<file path="src/rtl/power_monitor_pkg.sv">
// rtl/power_monitor_pkg.sv - shared types and helpers for the multi-channel power monitor
//
// Purpose: FSM state encoding, sample-type encoding and the helper that
// locates a channel's slice inside the packed per-channel buses.
// Ports: none (package).
package power_monitor_pkg;

  // Default ADC sample width; each channel occupies one slice of this width.
  localparam int ADC_DATA_W = 16;

  typedef enum logic [2:0] {
    ST_IDLE,
    ST_DELAY,
    ST_CONVERT,
    ST_SHIFT,
    ST_DONE
  } state_t;

  typedef enum logic {
    SAMPLE_CW   = 1'b0,
    SAMPLE_PEAK = 1'b1
  } sample_type_t;

  // LSB position of channel ch in a bus packed as ch*width +: width.
  function automatic int ch_lsb(input int ch, input int width);
    return ch * width;
  endfunction

endpackage

</file>
<file path="src/rtl/adc_limit_check.sv">
// rtl/adc_limit_check.sv - per-channel ADC shift register, value store and limit filter
//
// Purpose: deserialises one ADC channel, keeps the latest/peak/CW samples and
// runs the consecutive-exceed filter for both sample types.
// Ports:
//   clk, rst            system clock, asynchronous active-high reset
//   shift_en, sdo       capture one serial bit (MSB first)
//   load                transfer shift register into the value registers
//   check_en, is_peak   evaluate limits for the freshly loaded sample and its type
//   clear               clear fail flags and exceed counters
//   peak_limit/cw_limit per-type limits (unsigned, strict greater-than trips)
//   sample_value, peak_value, cw_value   stored samples
//   peak_fail, cw_fail  sticky fail flags
module adc_limit_check
  import power_monitor_pkg::*;
#(
  parameter int DATA_W     = ADC_DATA_W,
  parameter int FAIL_COUNT = 2
) (
  input  logic              clk,
  input  logic              rst,
  input  logic              shift_en,
  input  logic              sdo,
  input  logic              load,
  input  logic              check_en,
  input  logic              is_peak,
  input  logic              clear,
  input  logic [DATA_W-1:0] peak_limit,
  input  logic [DATA_W-1:0] cw_limit,
  output logic [DATA_W-1:0] sample_value,
  output logic [DATA_W-1:0] peak_value,
  output logic [DATA_W-1:0] cw_value,
  output logic              peak_fail,
  output logic              cw_fail
);

  localparam int CNT_W = $clog2(FAIL_COUNT + 1);
  localparam logic [CNT_W-1:0] CNT_MAX  = CNT_W'(FAIL_COUNT);
  localparam logic [CNT_W-1:0] CNT_TRIP = CNT_W'(FAIL_COUNT - 1);

  logic [DATA_W-1:0] shift_q;
  logic [CNT_W-1:0]  peak_cnt;
  logic [CNT_W-1:0]  cw_cnt;
  logic              peak_exceed;
  logic              cw_exceed;

  // Limit 0 has no special meaning: any nonzero sample exceeds it.
  assign peak_exceed = sample_value > peak_limit;
  assign cw_exceed   = sample_value > cw_limit;

  always_ff @(posedge clk or posedge rst) begin
    if (rst) begin
      shift_q <= '0;
    end else if (shift_en) begin
      shift_q <= {shift_q[DATA_W-2:0], sdo};
    end
  end

  always_ff @(posedge clk or posedge rst) begin
    if (rst) begin
      sample_value <= '0;
      peak_value   <= '0;
      cw_value     <= '0;
    end else if (load) begin
      sample_value <= shift_q;
      if (is_peak) begin
        peak_value <= shift_q;
      end else begin
        cw_value <= shift_q;
      end
    end
  end

  // clear is applied first so a same-cycle check result overrides it: a trip
  // on the clearing cycle leaves the flag set.
  always_ff @(posedge clk or posedge rst) begin
    if (rst) begin
      peak_cnt  <= '0;
      cw_cnt    <= '0;
      peak_fail <= 1'b0;
      cw_fail   <= 1'b0;
    end else begin
      if (clear) begin
        peak_cnt  <= '0;
        cw_cnt    <= '0;
        peak_fail <= 1'b0;
        cw_fail   <= 1'b0;
      end
      if (check_en) begin
        if (is_peak) begin
          if (peak_exceed) begin
            peak_cnt <= (peak_cnt == CNT_MAX) ? peak_cnt : peak_cnt + 1'b1;
            if (peak_cnt >= CNT_TRIP) begin
              peak_fail <= 1'b1;
            end
          end else begin
            peak_cnt <= '0;
          end
        end else begin
          if (cw_exceed) begin
            cw_cnt <= (cw_cnt == CNT_MAX) ? cw_cnt : cw_cnt + 1'b1;
            if (cw_cnt >= CNT_TRIP) begin
              cw_fail <= 1'b1;
            end
          end else begin
            cw_cnt <= '0;
          end
        end
      end
    end
  end

endmodule

</file>
<file path="src/rtl/multi_channel_power_monitor.sv">
// rtl/multi_channel_power_monitor.sv - multi-channel laser PEAK/CW power monitor with safety flags
//
// Purpose: sequences shared convert/SCK to NUM_CH serial ADCs, tags each sample
// set PEAK (pulse-triggered) or CW (periodic), and latches sticky fail flags.
// Ports:
//   clk, rst              system clock, asynchronous active-high reset
//   laser_pulse           asynchronous pulse input (synchronised here)
//   clear_fail            clear sticky flags, exceed counters and missed_pulse
//   adc_sdo               serial data, one bit per channel
//   adc_sck, adc_convert  shared ADC serial clock (idle low) and convert strobe
//   peak_limit, cw_limit  packed per-channel limits
//   sample_valid, sample_is_peak, sample_value  latest sample set and its type
//   peak_value, cw_value  last PEAK / CW sample per channel
//   peak_fail, cw_fail, missed_pulse, any_fail  safety status
module multi_channel_power_monitor
  import power_monitor_pkg::*;
#(
  parameter int NUM_CH      = 4,
  parameter int DATA_W      = ADC_DATA_W,
  parameter int SCK_DIV     = 2,
  parameter int CONV_CYCLES = 40,
  parameter int PULSE_DELAY = 20,
  parameter int CW_PERIOD   = 5000,
  parameter int FAIL_COUNT  = 2
) (
  input  logic                     clk,
  input  logic                     rst,
  input  logic                     laser_pulse,
  input  logic                     clear_fail,
  input  logic [NUM_CH-1:0]        adc_sdo,
  output logic                     adc_sck,
  output logic                     adc_convert,
  input  logic [NUM_CH*DATA_W-1:0] peak_limit,
  input  logic [NUM_CH*DATA_W-1:0] cw_limit,
  output logic                     sample_valid,
  output logic                     sample_is_peak,
  output logic [NUM_CH*DATA_W-1:0] sample_value,
  output logic [NUM_CH*DATA_W-1:0] peak_value,
  output logic [NUM_CH*DATA_W-1:0] cw_value,
  output logic [NUM_CH-1:0]        peak_fail,
  output logic [NUM_CH-1:0]        cw_fail,
  output logic                     missed_pulse,
  output logic                     any_fail
);

  localparam int PH_MAX = (PULSE_DELAY > CONV_CYCLES) ? PULSE_DELAY : CONV_CYCLES;
  localparam int PH_W   = $clog2(PH_MAX + 1);
  localparam int SCK_W  = (SCK_DIV > 1) ? $clog2(SCK_DIV) : 1;
  localparam int BIT_W  = (DATA_W > 1) ? $clog2(DATA_W) : 1;
  localparam int CW_W   = (CW_PERIOD > 1) ? $clog2(CW_PERIOD) : 1;

  localparam logic [PH_W-1:0]  DELAY_LAST = PH_W'(PULSE_DELAY - 1);
  localparam logic [PH_W-1:0]  CONV_LAST  = PH_W'(CONV_CYCLES - 1);
  localparam logic [SCK_W-1:0] SCK_LAST   = SCK_W'(SCK_DIV - 1);
  localparam logic [BIT_W-1:0] BIT_LAST   = BIT_W'(DATA_W - 1);
  localparam logic [CW_W-1:0]  CW_LAST    = CW_W'(CW_PERIOD - 1);

  state_t       state_q, state_d;
  sample_type_t type_q;
  logic [2:0]       sync_q;
  logic             pulse_sync, pulse_rise;
  logic             pending_q;
  logic [CW_W-1:0]  cw_timer;
  logic             cw_due;
  logic [PH_W-1:0]  phase_cnt;
  logic [SCK_W-1:0] sck_cnt;
  logic [BIT_W-1:0] bit_cnt;
  logic             sck_tick, capture, load, edge_busy;
  logic             start_peak, start_cw;

  // sync_q[0..1] is the two-flop synchroniser; sync_q[2] delays for edge detect.
  assign pulse_sync = sync_q[1];
  assign pulse_rise = sync_q[1] & ~sync_q[2];
  assign cw_due     = (cw_timer == CW_LAST) && !pulse_sync;
  assign sck_tick   = (sck_cnt == SCK_LAST);
  assign capture    = (state_q == ST_SHIFT) && !adc_sck && sck_tick;
  assign load       = (state_q == ST_SHIFT) && (state_d == ST_DONE);
  assign edge_busy  = pulse_rise && (state_q != ST_IDLE);

  always_comb begin
    state_d    = state_q;
    start_peak = 1'b0;
    start_cw   = 1'b0;
    case (state_q)
      ST_IDLE: begin
        if (pulse_rise || pending_q) begin
          state_d    = ST_DELAY;
          start_peak = 1'b1;
        end else if (cw_due) begin
          state_d  = ST_CONVERT;
          start_cw = 1'b1;
        end
      end
      ST_DELAY:   if (phase_cnt == DELAY_LAST) state_d = ST_CONVERT;
      ST_CONVERT: if (phase_cnt == CONV_LAST) state_d = ST_SHIFT;
      // Leave on the falling SCK edge that ends the last bit.
      ST_SHIFT:   if (adc_sck && sck_tick && (bit_cnt == BIT_LAST)) state_d = ST_DONE;
      ST_DONE:    state_d = ST_IDLE;
      default:    state_d = ST_IDLE;
    endcase
  end

  always_ff @(posedge clk or posedge rst) begin
    if (rst) begin
      state_q   <= ST_IDLE;
      type_q    <= SAMPLE_CW;
      phase_cnt <= '0;
    end else begin
      state_q <= state_d;
      if (start_peak) begin
        type_q <= SAMPLE_PEAK;
      end else if (start_cw) begin
        type_q <= SAMPLE_CW;
      end
      if (state_d != state_q) begin
        phase_cnt <= '0;
      end else if ((state_q == ST_DELAY) || (state_q == ST_CONVERT)) begin
        phase_cnt <= phase_cnt + 1'b1;
      end
    end
  end

  // SCK: SCK_DIV clk low then SCK_DIV clk high per bit; bit_cnt steps on the fall.
  always_ff @(posedge clk or posedge rst) begin
    if (rst) begin
      adc_sck     <= 1'b0;
      sck_cnt     <= '0;
      bit_cnt     <= '0;
      adc_convert <= 1'b0;
    end else begin
      adc_convert <= (state_d == ST_CONVERT);
      if (state_q == ST_SHIFT) begin
        if (sck_tick) begin
          sck_cnt <= '0;
          adc_sck <= ~adc_sck;
          if (adc_sck) begin
            bit_cnt <= bit_cnt + 1'b1;
          end
        end else begin
          sck_cnt <= sck_cnt + 1'b1;
        end
      end else begin
        adc_sck <= 1'b0;
        sck_cnt <= '0;
        bit_cnt <= '0;
      end
    end
  end

  always_ff @(posedge clk or posedge rst) begin
    if (rst) begin
      sync_q   <= '0;
      cw_timer <= '0;
    end else begin
      sync_q <= {sync_q[1:0], laser_pulse};
      if (pulse_sync || start_peak || start_cw) begin
        cw_timer <= '0;
      end else if (cw_timer != CW_LAST) begin
        // Saturates so a CW sample due during an acquisition runs right after it.
        cw_timer <= cw_timer + 1'b1;
      end
    end
  end

  // One-deep pending slot for edges arriving while busy. When IDLE starts on
  // the pending flag and a fresh edge lands the same cycle, the slot stays full.
  always_ff @(posedge clk or posedge rst) begin
    if (rst) begin
      pending_q    <= 1'b0;
      missed_pulse <= 1'b0;
    end else begin
      if (clear_fail) begin
        missed_pulse <= 1'b0;
      end
      if (edge_busy) begin
        if (pending_q) begin
          missed_pulse <= 1'b1;
        end else begin
          pending_q <= 1'b1;
        end
      end else if (start_peak) begin
        pending_q <= pending_q & pulse_rise;
      end
    end
  end

  always_ff @(posedge clk or posedge rst) begin
    if (rst) begin
      sample_valid   <= 1'b0;
      sample_is_peak <= 1'b0;
      any_fail       <= 1'b0;
    end else begin
      sample_valid <= load;
      if (load) begin
        sample_is_peak <= (type_q == SAMPLE_PEAK);
      end
      any_fail <= (|peak_fail) | (|cw_fail) | missed_pulse;
    end
  end

  for (genvar i = 0; i < NUM_CH; i++) begin : g_ch
    adc_limit_check #(
      .DATA_W    (DATA_W),
      .FAIL_COUNT(FAIL_COUNT)
    ) u_check (
      .clk         (clk),
      .rst         (rst),
      .shift_en    (capture),
      .sdo         (adc_sdo[i]),
      .load        (load),
      .check_en    (state_q == ST_DONE),
      .is_peak     (type_q == SAMPLE_PEAK),
      .clear       (clear_fail),
      .peak_limit  (peak_limit[ch_lsb(i, DATA_W) +: DATA_W]),
      .cw_limit    (cw_limit[ch_lsb(i, DATA_W) +: DATA_W]),
      .sample_value(sample_value[ch_lsb(i, DATA_W) +: DATA_W]),
      .peak_value  (peak_value[ch_lsb(i, DATA_W) +: DATA_W]),
      .cw_value    (cw_value[ch_lsb(i, DATA_W) +: DATA_W]),
      .peak_fail   (peak_fail[i]),
      .cw_fail     (cw_fail[i])
    );
  end

endmodule

</file>
<file path="config.mk">
export PLATFORM = sky130hd
export DESIGN_NAME = multi_channel_power_monitor
export DESIGN_NICKNAME = d
export VERILOG_FILES = /design/src/rtl/power_monitor_pkg.sv /design/src/rtl/adc_limit_check.sv /design/src/rtl/multi_channel_power_monitor.sv
export SDC_FILE = /design/constraint.sdc
export NUM_CORES = 1
export LEC_CHECK = 0
export CAP_MARGIN = 20
export CORE_AREA = 3 3 182 167
export CTS_BUF_LIST = sky130_fd_sc_hd__clkbuf_4
export DETAILED_ROUTE_END_ITERATION = 16
export DIE_AREA = 0 0 185 170
export GPL_ROUTABILITY_DRIVEN = 0
export PLACE_DENSITY = 0.87
export SYNTH_ARGS = -nofsm -noshare
export SYNTH_HDL_FRONTEND = slang
export SYNTH_HIERARCHICAL = 1
export SYNTH_SLANG_ARGS = --single-unit
</file>
<file path="constraint.sdc">
create_clock -name clk -period 5.4 [get_ports clk]
set_clock_uncertainty 0.05 [all_clocks]
set_input_delay 1.08 -clock clk [delete_from_list [all_inputs] [get_ports clk]]
set_output_delay 1.08 -clock clk [all_outputs]
set_load 0.02 [all_outputs]
</file>
Word-level counts from Yosys, hierarchy flattened
Index checks and enable logic that the tools add are counted.
Storage, ports and cells
  input bits: 136
  register bits: 318
  output and inout port bits: 206
  logic and storage cells: 244
Operators by class
  reductions and logical operators: 24
  bitwise operators: 7
  $lt $le $gt $ge: 16
  eq/ne operators: 30
  $add $sub $neg: 12
  multiplexer cells: 109
Operator list (count)
  $gt A16 B16 Y1: 8
  $mux W2: 40
  $mux W1: 56
  $ne A4 B4 Y1 const B: 8
  $mux W13: 2
  $add A2 B1 Y2 const B: 8
  $eq A2 B2 Y1 const B: 8
  $ge A2 B1 Y1 const B: 8
  $mux W3: 5
  $add A13 B1 Y13 const B: 1
  $eq A13 B13 Y1 const B: 1
  $ne A13 B13 Y1 const B: 1
  $mux W4: 3
  $mux W6: 2
  $pmux W3 S4: 1
  $eq A3 B2 Y1 const B: 3
  $reduce_bool A2 Y1: 4
  $reduce_or A4 Y1: 2
  $logic_and A1 B1 Y1: 7
  $add A6 B1 Y6 const B: 1
  $eq A3 B3 Y1 const B: 2
  $eq A6 B5 Y1 const B: 1
  $eq A6 B6 Y1 const B: 1
  $reduce_and A2 Y1: 3
  13 further kinds: 22

Logic depth before layout (Yosys ltp)
Gate-level depths: netlist (run 1).
  depth after elaboration: 8
  depth in mapped cells: 9
  gate-level depth less buffers: 7

Modules after synthesis
Netlist (run 1), hierarchy kept.
Modules (own cells, without submodules)
  adc_limit_check at g_ch[0].u_check ...: instances 3, sequential area each 1751.7 µm², cells each 287, area an instance 3553.4 µm²
  adc_limit_check at g_ch[3].u_check: instances 1, sequential area each 1751.7 µm², cells each 285, area an instance 3636.0 µm²
  multi_channel_power_monitor: instances 1, sequential area each 950.9 µm², cells each 184, area an instance 1926.8 µm²

Least setup slack after synthesis (run 1)
No wires, ideal clock.
  path kind: input -> register
  from: input cw_limit[14]
  to: register g_ch[0].u_check.cw_cnt[1]
  buffers on the path: 0
  setup slack: 2.718 ns
  arrival time: 2.491 ns
  data required time: 5.208 ns
  cell stages on the path: 7
  setup time: 0.142 ns
  cell sequence: inv_1 -> ha_1 -> nand4_2 -> or3_4 -> o311a_4 -> o311ai_0 -> o211ai_1
On the way
  longest elaborated chain between the ends: 4
  elaborated cells between the ends (all ways): 5
  those cells by class: 1 x order compare; 1 x eq/ne; 3 x mux
Ends and longest elaborated chain
  start, declared: RTL line multi_channel_power_monitor.sv:34  | input logic [NUM_CH*DATA_W-1:0] cw_limit,
  $gt A16 B16 Y1 *: RTL line adc_limit_check.sv:49  | assign cw_exceed = sample_value > cw_limit;
  $mux W2: RTL line adc_limit_check.sv:100  | if (cw_exceed) begin
  $mux W2: RTL line adc_limit_check.sv:90  | if (is_peak) begin
  $mux W2: RTL line adc_limit_check.sv:89  | if (check_en) begin
  end signal, assigned: RTL line adc_limit_check.sv:101  | cw_cnt <= (cw_cnt == CNT_MAX) ? cw_cnt : cw_cnt + 1'b1;
  end, declared: RTL line adc_limit_check.sv:43  | logic [CNT_W-1:0] cw_cnt;
Mark *: on every way between the ends. The rest lies on a longest branch, timed or not.
A chain may end at the register's enable or synchronous reset.

Worst setup path in the final report (run 1)
  from: register state_q[2]
  to: register g_ch[1].u_check.cw_value[10]
On the way
  longest elaborated chain between the ends: 6
  elaborated cells between the ends (all ways): 13
  those cells by class: 4 x eq/ne; 6 x mux; 3 x reduce/logical
Ends and longest elaborated chain
  start, declared: RTL line multi_channel_power_monitor.sv:58  | state_t state_q, state_d;
  start signal, assigned: RTL line multi_channel_power_monitor.sv:109  | state_q <= state_d;
  $mux W3: RTL line multi_channel_power_monitor.sv:89  | end else if (cw_due) begin
  $mux W3: RTL line multi_channel_power_monitor.sv:86  | if (pulse_rise || pending_q) begin
  $pmux W3 S4: RTL line multi_channel_power_monitor.sv:84  | case (state_q)
  $eq A3 B3 Y1: RTL line multi_channel_power_monitor.sv:77  | assign load = (state_q == ST_SHIFT) && (state_d == ST_DONE);
  $logic_and A1 B1 Y1 *: RTL line multi_channel_power_monitor.sv:77
  named net load: RTL line multi_channel_power_monitor.sv:68  | logic sck_tick, capture, load, edge_busy;
  $reduce_and A2 Y1 (no source line) *
  end signal, assigned: RTL line adc_limit_check.sv:69  | cw_value <= shift_q;
  end, declared: RTL line adc_limit_check.sv:32  | output logic [DATA_W-1:0] cw_value,
Mark *: on every way through the listed nets, which the timed path passes. The rest lies on a longest branch.

==> flow_summary.ini, run 1 <==
[routing]
wl_per_cell_um = 18.9
drtPass1Iterations = 4
post-route-drc-count = 0
initialDrtViolationCount = 563
drtAntennaViolNets = 0
totalWireLength_um = 40600
avgViaCountPerCell = 5.57
vias = 12000

[run]
drv_cap = 0

[critical_path]
rrSetupSlack_ps = 1920
rr_worst_depth = 4
path_class = flop to flop
r2r_end = g_ch[1].u_check/cw_value[10]
critPathLaunchType = flop
cp.depth = 4
critPathTopFamily = simple AND/OR/NAND/NOR gates
slowest_stage = nor2_4
crit_fanout = 32
arrival_ps = 3920
cp_slowest_stage_delay_ps = 970
cp_data_required_time_ps = 5850
cp-end-kind = flop
crit_chain = nand3b_1 > nor2_4 > nand2_1 > mux2_2
crit_buf_inv = 0
regToRegStartpoint = state_q[2]

[floorplan]
initial_utilization_pct = 56.6
boundaryPins = 342
core_area_um2 = 28600
dieWidth_um = 185
rows = 59
die-area_um2 = 31500
die_h_um = 170

[min_path]
hold_path_startpoint = sync_q[0]
hp-class = flop to flop
min_path_cells = 0
whs_endpoint = sync_q[1]

[timing]
rsz0062_at_grt = no
setup_viol = 0
hold_viol = 0
tightest_slew_ps = 1120
hold_ws_ps = 316
relSlewSlack_pct = 25.5
fin_tns_setup_ps = 0
period_share_pct = 64.4
fin_crit_ps = 3480
fmax_mhz = 288
drv_slew = 0

[placed_design]
port_buffers = 341
hpwl_um = 29600
post_dp_cell_area_um2 = 20000

[clock_tree]
htree_levels = 3
cts_buffers = 80
cts.reportedPaths.clkPinSlew_ps = 60
hold_buffers = 0
insertion_delay_ps = 640
cts_setup_buffers = 0
cts-root-buf = clkbuf_4
cts_tree = built
clk_path_buf_depth = 3
cts_resized = 0
clkSinkCount = 318

[power]
power-per-cell-area_nw_per_um2 = 240
power_leakage_nw = 10.6
ir_worst_vdd_mv = 0.221
p_total_mw = 5.05

[final_layout]
seq_area_um2 = 7960
multiInputGateArea_um2 = 7500
area.growth.synth_to_final_pct = 29.6
fin_nets = 2016
fillCellCount = 1940
finalInstanceArea_um2 = 21000
drive_gt1_share_pct = 24.2

[yosys]
seq_area_frac_synth_pct = 49.1
synth_edf_count = 0
syn-cell-area_um2 = 16200
syn_inst = 1330
yosysTopAreaCell = dfrtp_1
synthArstFlopShare_pct = 100
synth_top_area_share_pct = 49.1
syn_nets = 1613
yosys_warnings = 6
synth.distinct_cells = 69
synth_seq_cells = 318
synthTopCellsByArea = dfrtp_1, mux2_2, ha_1, inv_1, a21oi_1
synth-main-ff-cell = dfrtp_1
avgSynthCellArea_um2 = 12.2

[outcome]
status = finished, final reports clean

[global_route]
grt_pass1_vias = 12700
grt_antenna_before_repair = 2
grt_overflow_total = 0
grt_first_pass_wirelength_um = 65000
grt_max_degree = 65
grt.total_usage_pct = 25.6
## metrics by stage
| step | cells | setup WS, ps | utilization (%) |
|---|---|---|---|
| 3_5_place_dp | 2014 | 1950 | 69.9 |
| 2_1_floorplan | 1330 | 2500 | - |
| 5_1_grt | 2151 | 1760 | 73.4 |
| 6_report | 2151 | 1920 | 73.4 |
| 3_3_place_gp | 2014 | 1970 | 69.9 |
| 4_1_cts | 2146 | 1970 | 73.2 |
## how the worst max path moves through the flow
stage                   startpoint                           end  slack (ps)
floorplan                      rst     g_ch[0].u_check/cw_cnt[0]        2500
global placement    peak_limit[12]   g_ch[0].u_check/peak_cnt[1]        1970
detailed placement  peak_limit[12]   g_ch[0].u_check/peak_cnt[1]        1950
CTS                     state_q[2]  g_ch[1].u_check/cw_value[10]        1970
global route            state_q[2]  g_ch[1].u_check/cw_value[10]        1760
finish                  state_q[2]  g_ch[1].u_check/cw_value[10]        1920
## cell usage in the layout (no fill, tap or decap), types with 5 or more instances in the layout
| cell type | n |
|---|---|
| o22ai_1 | 9 |
| xnor2_1 | 9 |
| dfrtp_1 | 318 |
| o21ai_0 | 11 |
| nand4_1 | 24 |
| and2_1 | 8 |
| o311ai_0 | 6 |
| buf_4 | 11 |
| nor3_1 | 13 |
| nor2b_1 | 15 |
| a21oi_1 | 49 |
| nand2_1 | 59 |
| ha_1 | 147 |
| clkdlybuf4s50_1 | 341 |
| and3_1 | 6 |
| a211oi_2 | 5 |
| o2111ai_1 | 13 |
| o21a_1 | 5 |
| nor2_1 | 28 |
| inv_1 | 159 |
| inv_2 | 7 |
| xor2_1 | 9 |
| clkinv_1 | 15 |
| and4_1 | 6 |
| clkbuf_4 | 111 |
| mux2_2 | 253 |
| a21o_1 | 17 |
| o21ai_1 | 5 |
| nand3_1 | 26 |
| o211ai_1 | 19 |
## logic make-up after synthesis
| logic type | synth area share, % |
|---|---|
| XOR/XNOR | 0.972 |
| AO/OA/AOI/OAI | 8.38 |
| multiplexers | 17.7 |
| adder cells (fa/ha/maj) | 11.3 |
| AND/OR/NAND/NOR | 7.74 |
| buffers and inverters | 4.84 |
| flip-flops | 49.1 |
## cell usage after synthesis (all sizes together) (2+ instances only)
master	number
o211ai	19
or3	5
a21o	18
a211oi	9
o2111ai	15
and3	8
clkbuf	10
a22o	2
mux2i	2
nor2	29
o22ai	9
nor3	14
buf	24
nand2b	2
o311a	7
nor4b	4
nand4	29
dfrtp	318
and4	9
o21a	5
o21ai	18
nor3b	3
mux2	253
ha	147
a2111o	3
xor2	9
o311ai	12
nand2	60
nor2b	15
a21oi	50
and2	9
xnor2	9
o31ai	4
nand3	26
inv	163
## routing by layer
layer | routed length [um] | GRT usage, % | up-vias
met3 | 2950 | 7.84 | 84
met4 | 998 | 8.71 | 0
met1 | 16700 | 31.9 | 5945
met2 | 20000 | 42.8 | 358
li1 | - | - | 5595
met5 | 0 | 0 | -
## area by class of cell
| class | count | area share, % |
|---|---|---|
| inverter | 163 | 2.91 |
| tap | 366 | 2.18 |
| antenna | 2 | 0.0238 |
| sequential | 318 | 37.8 |
| clock inverter | 21 | 0.512 |
| multi-input combinational | 815 | 35.7 |
| clock buffer | 111 | 3.96 |
| timing repair buffer | 355 | 16.9 |
## power breakdown
| part | leakage (nW) | internal [mW] | switching, mW |
|---|---|---|---|
| registers | 4.41 | 2.46 | 0.113 |
| logic | 5.59 | 0.274 | 0.286 |
| clock network | 0.569 | 0.991 | 0.930 |
## state kept, by name, summed over array words and instances (netlist names), 3 cells and up
name / cells
g_ch.u_check/cw_value: 64
g_ch.u_check/peak_value: 64
g_ch.u_check/sample_value: 64
g_ch.u_check/shift_q: 64
cw_timer: 13
g_ch.u_check/cw_cnt: 8
g_ch.u_check/peak_cnt: 8
phase_cnt: 6
bit_cnt: 4
g_ch.u_check/cw_fail: 4
g_ch.u_check/peak_fail: 4
state_q: 3
sync_q: 3
No activity file was read; power rests on OpenSTA's default activity.
==> run 2: changes to the inputs <==
- CORE_AREA: 3 3 182 167 -> 3 3 198 181
- DIE_AREA: 0 0 185 170 -> 0 0 201 184
- PLACE_DENSITY: 0.87 -> 0.78
- clock period: 5.4 -> 2.95 ns (I/O delays scaled with it)
==> run 2 against run 1 <==
Net effect: wire length increased by 2.1%; largest cell class unchanged; power increased by 86%; design area increased by 1.4%; die area increased by 18%; non-clock buffer count increased by 10; critical endpoint is now sample_value[1]; first-iteration DRC count decreased by 5.5%.
==> flow_summary.ini, run 2 (synthesis results as in run 1) <==
[clock_tree]
clkSinkCount = 318
cts.reportedPaths.clkPinSlew_ps = 70
cts_setup_buffers = 0
hold_buffers = 0
insertion_delay_ps = 710
htree_levels = 3
cts-root-buf = clkbuf_4
cts_resized = 0
cts_buffers = 84
cts_tree = built
clk_path_buf_depth = 3

[routing]
met2WireLength_um = 19800
initialDrtViolationCount = 532
highest_layer = met4
avgViaCountPerCell = 5.29
post-route-drc-count = 0
drtAntennaViolNets = 0
met1Wirelength_um = 18000
wl_met3_um = 2820
drtPass1Iterations = 5
vias = 12000
totalWireLength_um = 41500
wl_per_cell_um = 18.3

[floorplan]
die_h_um = 184
die-area_um2 = 37000
dieWidth_um = 201
rows = 64
core_area_um2 = 33900
initial_utilization_pct = 47.9
boundaryPins = 342

[critical_path]
crit_fanout = 4
crit_end = sample_value[1]
cp_data_required_time_ps = 2310
crit_buf_inv = 1
crit_chain = clkdlybuf4s50_1
cp_slowest_stage_delay_ps = 680
cp.depth = 1
setup.worst_path.start = g_ch[0].u_check/sample_value[1]
critPathLaunchType = flop
critPathTopFamily = buffers and inverters
rr_worst_depth = 6
slowest_stage = clkdlybuf4s50_1
cp-end-kind = output port
r2r_end = g_ch[0].u_check/peak_value[1]
regToRegStartpoint = state_q[2]
rrSetupSlack_ps = 620
path_class = flop to output port
arrival_ps = 1820

[final_layout]
fin_nets = 2030
final_common_cell = clkdlybuf4s50_1
layout_common_cells = clkdlybuf4s50_1, dfrtp_1, mux2_2, inv_1, ha_1
drive_gt1_share_pct = 25.0
finalInstanceArea_um2 = 21300
area.growth.synth_to_final_pct = 31.5

[timing]
period_share_pct = 83.6
hold_viol = 0
rsz0062_at_grt = no
fmax_mhz = 406
tightest_slew_ps = 823
fin_tns_setup_ps = 0
drv_slew = 0
fin_crit_ps = 2460
relSlewSlack_pct = 45.0
setup_viol = 0

[power]
p_sw_mw = 2.54
switching_share_pct = 27.0
power_frac_seq_pct = 50.0
power_leakage_nw = 10.6
power.internal_mw = 6.86
combinationalPowerShare_pct = 11.1
power-per-cell-area_nw_per_um2 = 441
power_frac_clock_pct = 38.9
ir_worst_vdd_mv = 0.333

[min_path]
hp-class = primary input to flop

[placed_design]
post_dp_cell_area_um2 = 20300
hpwl_um = 30500
port_buffers = 341

[global_route]
grt_max_degree = 71
grt_antenna_before_repair = 1
grt.total_usage_pct = 22.1
grt_first_pass_wirelength_um = 66800
grt_pass1_vias = 12800
grt_overflow_total = 0

[run]
drv_cap = 0

[outcome]
status = finished, final reports clean
==> run 2: cell types whose count changed in the layout (fill, tap and decap cells not counted), sizes merged <==
cell | previous run | this run
buf | 14 | 24
clkbuf | 111 | 118
clkinv | 17 | 23
clkinvlp | 0 | 3
inv | 166 | 164
bufinv | 1 | 0
diode | 2 | 1
==> run 2: cell type report <==
class,instances,area (um^2)
clock inverter,27,123
timing repair buffer,365,3670
inverter,163,612
tap,462,578
clock buffer,118,886
sequential,318,7960
multi-input combinational,815,7500
fill,2718,12500
antenna,1,2.50
==> run 2: power by group through the flow <==
stage	Clock, mW	Combinational (mW)	Sequential, mW
final	3.66	1.04	4.69
after global routing	4.04	1.16	4.72
after global placement	0	1.03	4.77
after detailed placement	0	1.05	4.77
after floorplan	0	0.684	4.71
after CTS	3.79	1.06	4.69
==> run 2: per-layer routing <==
layer  up-vias  track usage (%)
met5         -                0
met4         0             7.02
met3        65             6.90
met2       330             36.4
met1      5979             28.2
li1       5631                -
==> run 2: worst min-delay path by stage <==
stage / from / end / cells after the start / slack [ps]
CTS: laser_pulse / sync_q[0] / 1 / 210
global route: laser_pulse / sync_q[0] / 1 / 250
detailed placement: sync_q[0] / sync_q[1] / 0 / 290
finish: laser_pulse / sync_q[0] / 1 / 290
global placement: sync_q[0] / sync_q[1] / 0 / 290
floorplan: sync_q[0] / sync_q[1] / 0 / 280
==> run 2: per-stage QoR <==
step | cells | util, % | setup slack [ps] | power [mW] | hold WS [ps]
final | 2269 | 63.0 | 485 | 9.40 | 293
after global routing | 2269 | 63.0 | 329 | 9.92 | 245
after CTS | 2268 | 63.0 | 351 | 9.54 | 209
after detailed placement | 2123 | 60.0 | 23.2 | 5.83 | 288
after global placement | 2123 | 60.0 | 133 | 5.79 | 286
after floorplan | 1330 | - | 430 | 5.39 | 281
